===== config.mk =====
export PLATFORM = sky130hd
export DESIGN_NAME = alu_issue_buffer
export DESIGN_NICKNAME = d
export VERILOG_FILES = /design/src/rtl/alu_issue_buffer_pkg.sv /design/src/rtl/alu_issue_buffer.sv
export SDC_FILE = /design/constraint.sdc
export NUM_CORES = 1
export LEC_CHECK = 0
export CAP_MARGIN = 20
export CORE_UTILIZATION = 34
export DETAILED_ROUTE_END_ITERATION = 8
export DONT_BUFFER_PORTS = 1
export PLACE_DENSITY = 0.55
export SYNTH_ARGS = -nofsm -noshare
export SYNTH_HDL_FRONTEND = slang
export SYNTH_SLANG_ARGS = --single-unit

===== constraint.sdc =====
create_clock -name clock -period 6 [get_ports clock]
set_clock_uncertainty 0.2 [all_clocks]
set_input_delay 0.9 -clock clock [delete_from_list [all_inputs] [get_ports clock]]
set_output_delay 0.9 -clock clock [all_outputs]
set_load 0.01 [all_outputs]

===== src/rtl/alu_issue_buffer_pkg.sv =====
// Shared types for the ALU issue path: operand data, decoded fields and the
// ISSUE_PACKET that travels from regfile read into the ALU functional units.
package alu_issue_buffer_pkg;

  localparam int unsigned ALU_ISSUE_BUF_DEPTH = 4;
  localparam int unsigned XLEN                = 32;
  localparam int unsigned PREG_IDX_W          = 6;

  typedef logic [XLEN-1:0] DATA;

  typedef enum logic [3:0] {
    ALU_ADD  = 4'h0,
    ALU_SUB  = 4'h1,
    ALU_SLT  = 4'h2,
    ALU_SLTU = 4'h3,
    ALU_AND  = 4'h4,
    ALU_OR   = 4'h5,
    ALU_XOR  = 4'h6,
    ALU_SLL  = 4'h7,
    ALU_SRL  = 4'h8,
    ALU_SRA  = 4'h9
  } ALU_FUNC;

  typedef enum logic [1:0] {
    OPA_IS_RS1  = 2'h0,
    OPA_IS_NPC  = 2'h1,
    OPA_IS_PC   = 2'h2,
    OPA_IS_ZERO = 2'h3
  } ALU_OPA_SELECT;

  typedef enum logic [2:0] {
    OPB_IS_RS2   = 3'h0,
    OPB_IS_I_IMM = 3'h1,
    OPB_IS_S_IMM = 3'h2,
    OPB_IS_B_IMM = 3'h3,
    OPB_IS_U_IMM = 3'h4,
    OPB_IS_J_IMM = 3'h5
  } ALU_OPB_SELECT;

  typedef struct packed {
    ALU_FUNC                 alu_func;
    ALU_OPA_SELECT           opa_select;
    ALU_OPB_SELECT           opb_select;
    logic [PREG_IDX_W-1:0]   dest_reg_idx;
    logic                    rd_mem;
    logic                    wr_mem;
    logic                    cond_branch;
    logic                    uncond_branch;
    logic                    halt;
    logic                    illegal;
    logic                    valid;
  } DECODED_VALS;

  typedef struct packed {
    DATA         PC;
    DATA         NPC;
    logic [31:0] inst;
    DATA         rs1_value;
    DATA         rs2_value;
    DECODED_VALS decoded_vals;
  } ISSUE_PACKET;

endpackage


===== src/rtl/alu_issue_buffer.sv =====
// In-order flop-based FIFO between issue/regfile read and one ALU. Registered
// occupancy drives both handshakes, so there is no path from out_ready to in_ready.
module alu_issue_buffer
  import alu_issue_buffer_pkg::*;
#(
  parameter int unsigned DEPTH = ALU_ISSUE_BUF_DEPTH
) (
  input  logic                       clock,
  input  logic                       reset_n,
  input  logic                       in_valid,
  input  ISSUE_PACKET                in_pack,
  output logic                       in_ready,
  input  logic                       squash,
  output logic                       out_valid,
  output ISSUE_PACKET                out_pack,
  input  logic                       out_ready,
  output logic [$clog2(DEPTH+1)-1:0] count
);

  localparam int unsigned PTR_W = $clog2(DEPTH);
  localparam int unsigned CNT_W = $clog2(DEPTH + 1);
  localparam logic [CNT_W-1:0] FULL_CNT = CNT_W'(DEPTH);

  ISSUE_PACKET            r_mem [DEPTH];
  logic [PTR_W-1:0]       r_head;
  logic [PTR_W-1:0]       r_tail;
  logic [CNT_W-1:0]       r_count;

  logic                   w_push;
  logic                   w_pop;
  logic                   w_empty;

  assign w_empty   = (r_count == '0);
  assign in_ready  = (r_count != FULL_CNT);
  assign out_valid = !w_empty;
  assign count     = r_count;

  assign w_push = in_valid & in_ready;
  assign w_pop  = out_valid & out_ready;

  // Squash wins over any same-cycle push/pop: the buffer comes back exactly as
  // from reset and neither transfer is accounted for.
  always_ff @(posedge clock or negedge reset_n) begin
    if (!reset_n) begin
      r_head  <= '0;
      r_tail  <= '0;
      r_count <= '0;
    end else if (squash) begin
      r_head  <= '0;
      r_tail  <= '0;
      r_count <= '0;
    end else begin
      if (w_push) r_tail <= r_tail + 1'b1;
      if (w_pop)  r_head <= r_head + 1'b1;
      unique case ({w_push, w_pop})
        2'b10:   r_count <= r_count + 1'b1;
        2'b01:   r_count <= r_count - 1'b1;
        default: r_count <= r_count;
      endcase
    end
  end

  always_ff @(posedge clock) begin
    if (w_push && !squash) r_mem[r_tail] <= in_pack;
  end

  // Stale storage must never reach the ALU, so the head is masked when empty.
  always_comb begin
    out_pack = '0;
    if (!w_empty) out_pack = r_mem[r_head];
  end

  a_count_bound : assert property (@(posedge clock) disable iff (!reset_n)
    r_count <= FULL_CNT);

endmodule


==> flow_metrics.env, run 1 <==
export IMPL_run_status="complete, no violations"
export IMPL_timing_setup_tns_ps=0
export IMPL_synth_mux_area_fraction_pct=14.6
export IMPL_die_y_microns=289
export IMPL_post_layout_net_count=1446
export IMPL_top_cell_type_by_total_area_after_synthesis="edfxtp_1"
export IMPL_crit_fanout=77
export IMPL_final_hold_viol_count=0
export IMPL_seq_power_share_pct=49.4
export IMPL_cell_internal_power_uw=9220
export IMPL_simple_gate_fraction_of_synth_area_pct=4.60
export IMPL_netlist_cell_type_count=31
export IMPL_layout_cells_most_common_list="edfxtp_1, mux4_2, and2_1, clkbuf_16, clkinv_1"
export IMPL_placer_s_final_routability_congestion_estimate=0.687
export IMPL_post_synth_inst_count=1217
export IMPL_portBuffers=0
export IMPL_ctsHtreeMaxLevel=3
export IMPL_critical_path_class="register to primary output"
export IMPL_synthXorXnorAreaFrac_pct=0.125
export IMPL_grt_pass1_vias=12839
export IMPL_vdd_drop_max_uv=265
export IMPL_io_pins=374
export IMPL_data_arrival_at_the_endpoint_of_the_critical_path_ps=2920
export IMPL_portion_of_the_post_synthesis_area_used_by_sequential_elements_pct=78.5
export IMPL_min_period_over_period_pct=66.9
export IMPL_routedWlPerCell_microns=24.2
export IMPL_n_antenna_cell=0
export IMPL_route_detailed_drc=0
export IMPL_rr_worst_depth=5
export IMPL_hpwlAfterDp_microns=33000
export IMPL_antenna_violating_nets_post_route=0
export IMPL_synth_net_count=1409
export IMPL_global_route_wire_length_before_repair_microns=83300
export IMPL_clock_path_buffers=3
export IMPL_grt_antenna_before_repair=1
export IMPL_ctsRootBufferMaster="clkbuf_16"
export IMPL_post_cts_resized_instances=0
export IMPL_syn_cell_area_sq_mm=0.0281
export IMPL_floorplan_die_area_sq_mm=0.0837
export IMPL_leading_post_synthesis_cells_by_cell_area="edfxtp_1, mux4_2, and2_1"
export IMPL_most_frequent_standard_cell_in_the_layout_excluding_fill_and_tap_cells="edfxtp_1"
export IMPL_synth_compound_area_share_pct=0.223
export IMPL_critical_path_max_stage_delay_ps=1030
export IMPL_worstSkewPairLatency_ps=600
export IMPL_place_detailed_instances=2241
export IMPL_synthesis_yosys_warnings=0
export IMPL_synth_top_family_by_area="multiplexers"
export IMPL_cp_end_kind="primary output"
export IMPL_average_size_of_a_mapped_cell_sq_um=23.1
export IMPL_tritoncts="yes"
export IMPL_vias=11856
export IMPL_fraction_of_power_consumed_by_the_clock_network_pct=40.2
export IMPL_number_of_synthesized_register_bits=735
export IMPL_worst_pin_slew_ps=1060
export IMPL_synthDominantCellAreaShare_pct=77.9
export IMPL_drt_first_pass_iters=4
export IMPL_grt_util_all_layers_pct=13.5
export IMPL_worstHoldPathCells=1
export IMPL_power_per_cell_area_mw_per_mm2=376
export IMPL_switching_power_uw=2770
export IMPL_rsz_0062_raised_after_global_routing="no"
export IMPL_drv_cap=0
export IMPL_detailedRoute_firstIterationViolations=556
export IMPL_drive_above_1_share_pct=24.6
export IMPL_slowest_stage="dfrtp_4"
export IMPL_die_width_microns=289
export IMPL_path_cells="buf_12, mux4_2, and2_1"
export IMPL_postCtsSetupRepairBufs=0
export IMPL_timing_final_crit_period_ps=4020
export IMPL_postLayoutSetupSlackWorst_ps=1980
export IMPL_clk_transition_reported_paths_ps=60
export IMPL_power_frac_comb_pct=10.4
export IMPL_worst_slew_margin_rel_pct=29.5
export IMPL_type_of_element_launching_the_critical_path="register"
export IMPL_leakagePower_uw=0.00970
export IMPL_worst_hold_path_type="input pin to register"
export IMPL_routed_wl_microns=57900
export IMPL_finish_utilization_pct=39.0
export IMPL_floorplan_rows=105
export IMPL_pre_cts_slack_ps=2490
export IMPL_timing_critical_path_required_ps=4900
export IMPL_switching_share_pct=23.1
export IMPL_setup_viol_count_final=0
export IMPL_grt_overflow_total=0
export IMPL_core_sq_mm=0.0818
export IMPL_tritoncts_num_sinks=735
export IMPL_start_util_pct=34.3
export IMPL_fmax_ghz=0.249
export IMPL_maximum_number_of_pins_on_one_net_before_global_route_repair=99
export IMPL_post_synth_adder_cell_area_pct=0.250
export IMPL_slew_violations=0
export IMPL_cts_inserted_buffers=79
export IMPL_vias_per_cell=4.96
export IMPL_area_growth_syn_to_layout_pct=13.6
export IMPL_layoutNonFillerInstCount=2388
metal layers:
layer | part of all wire, % | GRT usage, % | vias up
met3 | 9.7 | 5.57 | 96
met1 | 39 | 16.0 | 6346
li1 | - | - | 5068
met2 | 49 | 22.2 | 346
met5 | 0 | 0 | -
met4 | 2.6 | 4.54 | 0
kinds of logic after synthesis:
kind of cell / count (synthesis)
simple gates: 213
buf+inv: 67
fa+ha+maj: 5
xor+xnor: 4
compound gates: 10
flops: 735
mux: 183
cell usage after synthesis (all sizes together):
library cell	instances
and2	186
a31oi	1
mux2	1
fa	1
ha	4
or3	2
a21o	1
xor2	2
nor2	9
nor3	2
edfxtp	728
nand3	4
clkbuf	24
or2	1
nand2b	1
nand4b	1
mux4	182
xnor2	2
dfrtp	7
inv	2
nand2	6
a21oi	4
o311a	1
o221ai	1
o21ai	2
or3b	1
buf	41
power by group through the flow:
stage / Clock, uW / Sequential, uW / Combinational [uW]
final: 4820 / 5910 / 1250
after global routing: 5130 / 5930 / 1370
after CTS: 4970 / 5920 / 1300
after detailed placement: 0 / 6030 / 1290
after global placement: 0 / 6020 / 1290
after floorplan: 0 / 5990 / 1040
repair_timing:
item                                   4_1_cts  5_1_grt
hold buffers                                 1        0
setup endpoints to repair                    0        0
endpoints found under the hold margin        7        0
final timing paths:
path	endpoint	startpoint	slack, ps
min in group asynchronous	r_tail[0]	reset_n	450
min	r_tail[1]	squash	160
max in group asynchronous	r_head[1]	reset_n	4850
max reg2reg	r_mem[0][16]	count[0]	2680
max	out_pack[38]	r_head[1]	1980
min reg2reg	r_tail[1]	r_tail[1]	370
critical path: cells and delay by family (launching register included):
family	cells	cell delay, ps
DFF	1	1030
buffers and inverters	1	460
and+or+nand+nor	1	250
muxes	1	380
metrics by stage:
step	hold WS, ps	instance area [sq um]	power, uW
final	164	31900	12000
after global routing	126	31900	12400
after CTS	117	31900	12200
after detailed placement	367	29300	7320
after global placement	350	29300	7310
after floorplan	343	28100	7030
sequential cells by signal, indices dropped and copies added (netlist names):
register / cells
r_tail: 2
r_mem: 728
r_head: 2
count: 3
area by class of cell:
type / instances / area (sq um)
clock inverter: 52 / 546
tap: 1070 / 1340
clock buffer: 93 / 2050
sequential: 735 / 22000
fill: 7279 / 50000
multi-input combinational: 415 / 5590
inverter: 2 / 7.51
timing repair buffer: 21 / 310
(Power assumes the default switching activity.)
==> run 2, diff against run 1 <==
--- a/config.mk
+++ b/config.mk
@@ -9,7 +9,7 @@
 export CORE_UTILIZATION = 34
 export DETAILED_ROUTE_END_ITERATION = 8
 export DONT_BUFFER_PORTS = 1
-export PLACE_DENSITY = 0.55
+export PLACE_DENSITY = 0.53
 export SYNTH_ARGS = -nofsm -noshare
 export SYNTH_HDL_FRONTEND = slang
 export SYNTH_SLANG_ARGS = --single-unit
==> constraint.sdc (replaced) <==
create_clock -name clock -period 3.7 [get_ports clock]
set_clock_uncertainty 0.2 [all_clocks]
set_input_delay 0.555 -clock clock [delete_from_list [all_inputs] [get_ports clock]]
set_output_delay 0.555 -clock clock [all_outputs]
set_load 0.01 [all_outputs]
==> run 2 against run 1 <==
Compared with the run above: largest power group unchanged; cell count grew 9.2%; sequential share of layout area is 4.5 points lower; total power is 63% higher; global-route usage is 0.44 points higher; via count rose by 6.5%; non-clock buffer count rose by 222; critical path depth unchanged; first-iteration DRC count increased by 19%; sequential power up 62%.
==> flow_metrics.env, run 2 (same netlist as run 1, synthesis figures left out) <==
export IMPL_drv_cap=0
export IMPL_global_route_wire_length_before_repair_microns=86900
export IMPL_drt_first_pass_iters=4
export IMPL_run_status="complete, no violations"
export IMPL_hold_start="in_valid"
export IMPL_setup_viol_count_final=0
export IMPL_ctsHoldBuffers=188
export IMPL_timing_setup_tns_ps=0
export IMPL_detailedRoute_firstIterationViolations=663
export IMPL_multiInputGateArea_sq_mm=0.00559
export IMPL_most_frequent_standard_cell_in_the_layout_excluding_fill_and_tap_cells="edfxtp_1"
export IMPL_tritoncts_num_sinks=735
export IMPL_postCtsSetupRepairBufs=0
export IMPL_min_period_over_period_pct=92.7
export IMPL_postLayoutSetupSlackWorst_ps=271
export IMPL_critical_path_class="register to primary output"
export IMPL_final_fill_count=7191
export IMPL_area_growth_syn_to_layout_pct=21.4
export IMPL_placer_s_final_routability_congestion_estimate=0.699
export IMPL_crit_fanout=72
export IMPL_clk_transition_reported_paths_ps=60
export IMPL_post_cts_resized_instances=0
export IMPL_sequential_cell_area_sq_mm=0.0220
export IMPL_floorplan_rows=105
export IMPL_post_layout_net_count=1666
export IMPL_io_pins=374
export IMPL_ctsHtreeMaxLevel=3
export IMPL_vdd_drop_max_uv=367
export IMPL_tritoncts="yes"
export IMPL_vias=12621
export IMPL_worst_hold_path_type="input pin to register"
export IMPL_pre_cts_slack_ps=837
export IMPL_portBuffers=0
export IMPL_placement_cell_area_sq_mm=0.0297
export IMPL_worst_pin_slew_ps=725
export IMPL_rsz_0062_raised_after_global_routing="no"
export IMPL_routedWlPerCell_microns=22.9
export IMPL_data_arrival_at_the_endpoint_of_the_critical_path_ps=2670
export IMPL_timing_critical_path_required_ps=2940
export IMPL_cp_startpoint="count[0]"
export IMPL_stdcell_area_sq_mm=0.0341
export IMPL_die_y_microns=289
export IMPL_hpwlAfterDp_microns=36300
export IMPL_power_total_uw=19500
export IMPL_maximum_number_of_pins_on_one_net_before_global_route_repair=74
export IMPL_worstSkewPairLatency_ps=610
export IMPL_slew_violations=0
export IMPL_cts_inserted_buffers=77
export IMPL_die_width_microns=289
export IMPL_cp_end_kind="primary output"
export IMPL_route_detailed_drc=0
export IMPL_worstReg2RegStart="count[0]"
export IMPL_leakagePower_uw=0.0107
export IMPL_number_of_flip_flops_under_the_largest_register_name=728
export IMPL_power_per_cell_area_mw_per_mm2=572
export IMPL_core_sq_mm=0.0818
export IMPL_routed_wl_microns=59800
export IMPL_floorplan_die_area_sq_mm=0.0837
export IMPL_grt_antenna_before_repair=6
export IMPL_ctsRootBufferMaster="clkbuf_16"
export IMPL_grt_overflow_total=0
export IMPL_vias_per_cell=4.84
export IMPL_start_util_pct=34.3
export IMPL_grt_util_all_layers_pct=14.0
export IMPL_drive_above_1_share_pct=22.8
export IMPL_antenna_violating_nets_post_route=0
export IMPL_fmax_ghz=0.292
export IMPL_regMostFlops="r_mem"
export IMPL_type_of_element_launching_the_critical_path="register"
export IMPL_layout_cells_most_common_list="edfxtp_1, dlygate4sd3_1, mux4_2, and2_1, clkbuf_16"
export IMPL_clock_path_buffers=3
export IMPL_fin_worst_hold_slack_ps=62.6
export IMPL_worst_slew_margin_rel_pct=51.6
export IMPL_grt_pass1_vias=13662
export IMPL_timing_final_crit_period_ps=3430
export IMPL_final_hold_viol_count=0
## run 2: worst max-delay path: stages, from the launching register on
cell and delay, ps:
dfrtp_1 620, or3_4 690, buf_12 320, and2_1 300
## run 2: stage by stage
step / util, % / instances
after detailed placement: 36.3 / 2277
final: 41.6 / 2608
after CTS: 41.6 / 2602
after global routing: 41.6 / 2606
after global placement: 36.3 / 2277
after floorplan: - / 1217
## run 2: worst paths after layout
| kind | to | slack, ps | depth (start not counted) |
|---|---|---|---|
| setup / recovery | out_pack[118] | 270 | 3 |
| hold / removal | count[0] | 60 | 3 |
| setup reg to reg | count[1] | 840 | 7 |
| hold reg to reg | r_tail[1] | 390 | 2 |
| max in group asynchronous | r_head[0] | 2850 | 1 |
| min in group asynchronous | count[0] | 110 | 1 |
## run 2: power breakdown
group	internal (uW)	leakage [uW]	switching (uW)
registers	9470	0.00670	86.5
clock network	4390	0.00119	3140
logic	1050	0.00276	1360
## run 2: layout make-up
| class | instances | area share [%] |
|---|---|---|
| repair buffers | 243 | 7.69 |
| flip-flops and latches | 735 | 64.7 |
| clock buffers | 95 | 6.03 |
| well taps | 1070 | 3.93 |
| diodes | 6 | 0.0440 |
| multi-input cells | 415 | 16.4 |
| clock inverters | 42 | 1.23 |
| inverters | 2 | 0.0220 |
## run 2: routing by layer
| metal | global-route usage [%] | vias to the layer above | wire [microns] |
|---|---|---|---|
| met5 | 0 | - | 23 |
| met4 | 3.84 | 4 | 1120 |
| met3 | 4.29 | 85 | 4180 |
| met2 | 23.4 | 347 | 29900 |
| met1 | 17.5 | 6669 | 24600 |
| li1 | - | 5516 | - |
==> run 3, diff against run 2 <==
--- a/config.mk
+++ b/config.mk
@@ -7,6 +7,7 @@
 export LEC_CHECK = 0
 export CAP_MARGIN = 20
 export CORE_UTILIZATION = 34
+export CTS_CLUSTER_DIAMETER = 80
 export DETAILED_ROUTE_END_ITERATION = 8
 export DONT_BUFFER_PORTS = 1
 export PLACE_DENSITY = 0.53
==> run 3 against run 2 <==
Compared with the run above: critical path depth unchanged; clock power decreased by 0.9%; register-to-register slack better by 40 ps; fmax is 0.74% higher.
==> flow_metrics.env, run 3 (same netlist as run 1, synthesis figures left out) <==
export IMPL_leakagePower_uw=0.0106
export IMPL_hpwlAfterDp_microns=36300
export IMPL_start_util_pct=34.3
export IMPL_most_frequent_standard_cell_in_the_layout_excluding_fill_and_tap_cells="edfxtp_1"
export IMPL_routed_wl_microns=59900
export IMPL_post_layout_net_count=1666
export IMPL_clock_path_buffers=3
export IMPL_fin_worst_hold_slack_ps=70.4
export IMPL_portBuffers=0
export IMPL_grt_antenna_before_repair=6
export IMPL_grt_pass1_vias=13682
export IMPL_slew_violations=0
export IMPL_antenna_violating_nets_post_route=0
export IMPL_io_pins=374
export IMPL_route_detailed_drc=0
export IMPL_clk_transition_reported_paths_ps=60
export IMPL_vdd_drop_max_uv=330
export IMPL_drv_cap=0
export IMPL_worstSkewPairLatency_ps=600
export IMPL_power_total_uw=19400
export IMPL_power_frac_comb_pct=12.4
export IMPL_run_status="complete, no violations"
export IMPL_crit_fanout=72
export IMPL_placement_cell_area_sq_mm=0.0297
export IMPL_die_y_microns=289
export IMPL_post_cts_resized_instances=0
export IMPL_timing_critical_path_required_ps=2940
export IMPL_area_growth_syn_to_layout_pct=21.3
export IMPL_worst_slew_margin_rel_pct=51.4
export IMPL_fraction_of_power_consumed_by_the_clock_network_pct=38.4
export IMPL_vias_per_cell=4.84
export IMPL_floorplan_rows=105
export IMPL_number_of_flip_flops_under_the_largest_register_name=728
export IMPL_timing_final_crit_period_ps=3400
export IMPL_setup_viol_count_final=0
export IMPL_layout_cells_most_common_list="edfxtp_1, dlygate4sd3_1, mux4_2, and2_1, clkbuf_16"
export IMPL_tritoncts_num_sinks=735
export IMPL_fmax_ghz=0.294
export IMPL_maximum_number_of_pins_on_one_net_before_global_route_repair=74
export IMPL_die_width_microns=289
export IMPL_worst_pin_slew_ps=730
export IMPL_seq_power_share_pct=49.2
export IMPL_cts_inserted_buffers=77
export IMPL_postCtsSetupRepairBufs=0
export IMPL_placer_s_final_routability_congestion_estimate=0.699
export IMPL_regMostFlops="r_mem"
export IMPL_data_arrival_at_the_endpoint_of_the_critical_path_ps=2650
export IMPL_grt_overflow_total=0
export IMPL_critical_path_class="register to primary output"
export IMPL_routedWlPerCell_microns=23.0
export IMPL_pre_cts_slack_ps=837
export IMPL_tritoncts="yes"
export IMPL_core_sq_mm=0.0818
export IMPL_vias=12622
export IMPL_type_of_element_launching_the_critical_path="register"
export IMPL_detailedRoute_firstIterationViolations=709
export IMPL_switching_share_pct=23.3
export IMPL_final_hold_viol_count=0
export IMPL_ctsRootBufferMaster="clkbuf_16"
export IMPL_ctsHtreeMaxLevel=3
export IMPL_final_fill_count=7187
export IMPL_cell_internal_power_uw=14900
export IMPL_switching_power_uw=4520
export IMPL_floorplan_die_area_sq_mm=0.0837
export IMPL_worst_hold_path_type="input pin to register"
export IMPL_global_route_wire_length_before_repair_microns=87000
export IMPL_grt_util_all_layers_pct=14.0
export IMPL_drive_above_1_share_pct=22.7
export IMPL_drt_first_pass_iters=6
export IMPL_cp_end_kind="primary output"
export IMPL_power_per_cell_area_mw_per_mm2=570
export IMPL_min_period_over_period_pct=92.0
export IMPL_postLayoutSetupSlackWorst_ps=296
export IMPL_stdcell_area_sq_mm=0.0340
export IMPL_rsz_0062_raised_after_global_routing="no"
[run 3: path summary, 6_finish.rpt]
path | start | to | slack (ps) | depth (start not counted)
setup reg to reg | count[0] | count[1] | 880 | 7
min in group asynchronous | reset_n | count[0] | 120 | 1
hold / removal | out_ready | count[0] | 70 | 4
setup / recovery | count[0] | out_pack[153] | 300 | 3
max in group asynchronous | reset_n | r_head[0] | 2840 | 1
hold reg to reg | r_tail[1] | r_tail[1] | 390 | 2
[run 3: power groups by stage]
stage | logic, uW | clock network (uW) | registers, uW
5_1_grt | 2630 | 7990 | 9570
6_report | 2400 | 7470 | 9550
3_5_place_dp | 2240 | 0 | 9740
3_3_place_gp | 2230 | 0 | 9720
2_1_floorplan | 1680 | 0 | 9720
4_1_cts | 2500 | 7710 | 9560
[run 3: repair_timing]
item,4_1_cts,5_1_grt
hold endpoints to repair,742,0
hold buffers,188,0
setup endpoints to repair,0,0
[run 3: critical path, cell delays in order (launching register included)]
cell and delay, ps:
dfrtp_1 610, or3_4 700, buf_12 330, and2_1 320
[run 3: layout make-up]
type | instances | area [sq um] | area share [%]
inverters | 2 | 7.51 | 0.0220
well taps | 1070 | 1340 | 3.93
clock buffers | 93 | 2030 | 5.96
flip-flops and latches | 735 | 22000 | 64.7
repair buffers | 243 | 2620 | 7.70
clock inverters | 42 | 409 | 1.20
diodes | 6 | 15.0 | 0.0441
multi-input cells | 415 | 5590 | 16.4
[run 3: per-layer routing]
metal | up-vias | wire length [microns] | GRT usage, %
li1 | 5517 | - | -
met4 | 2 | 1270 | 4.13
met1 | 6639 | 24600 | 17.5
met5 | - | 10 | 0
met2 | 371 | 29700 | 23.5
met3 | 93 | 4230 | 4.24
[run 3: per-stage QoR]
stage                     instances  utilization (%)  setup TNS [ps]
after floorplan                1217                -         -242360
after global placement         2277             36.3               0
after detailed placement       2277             36.3               0
after CTS                      2600             41.6               0
after global routing           2605             41.6               0
final                          2606             41.6               0
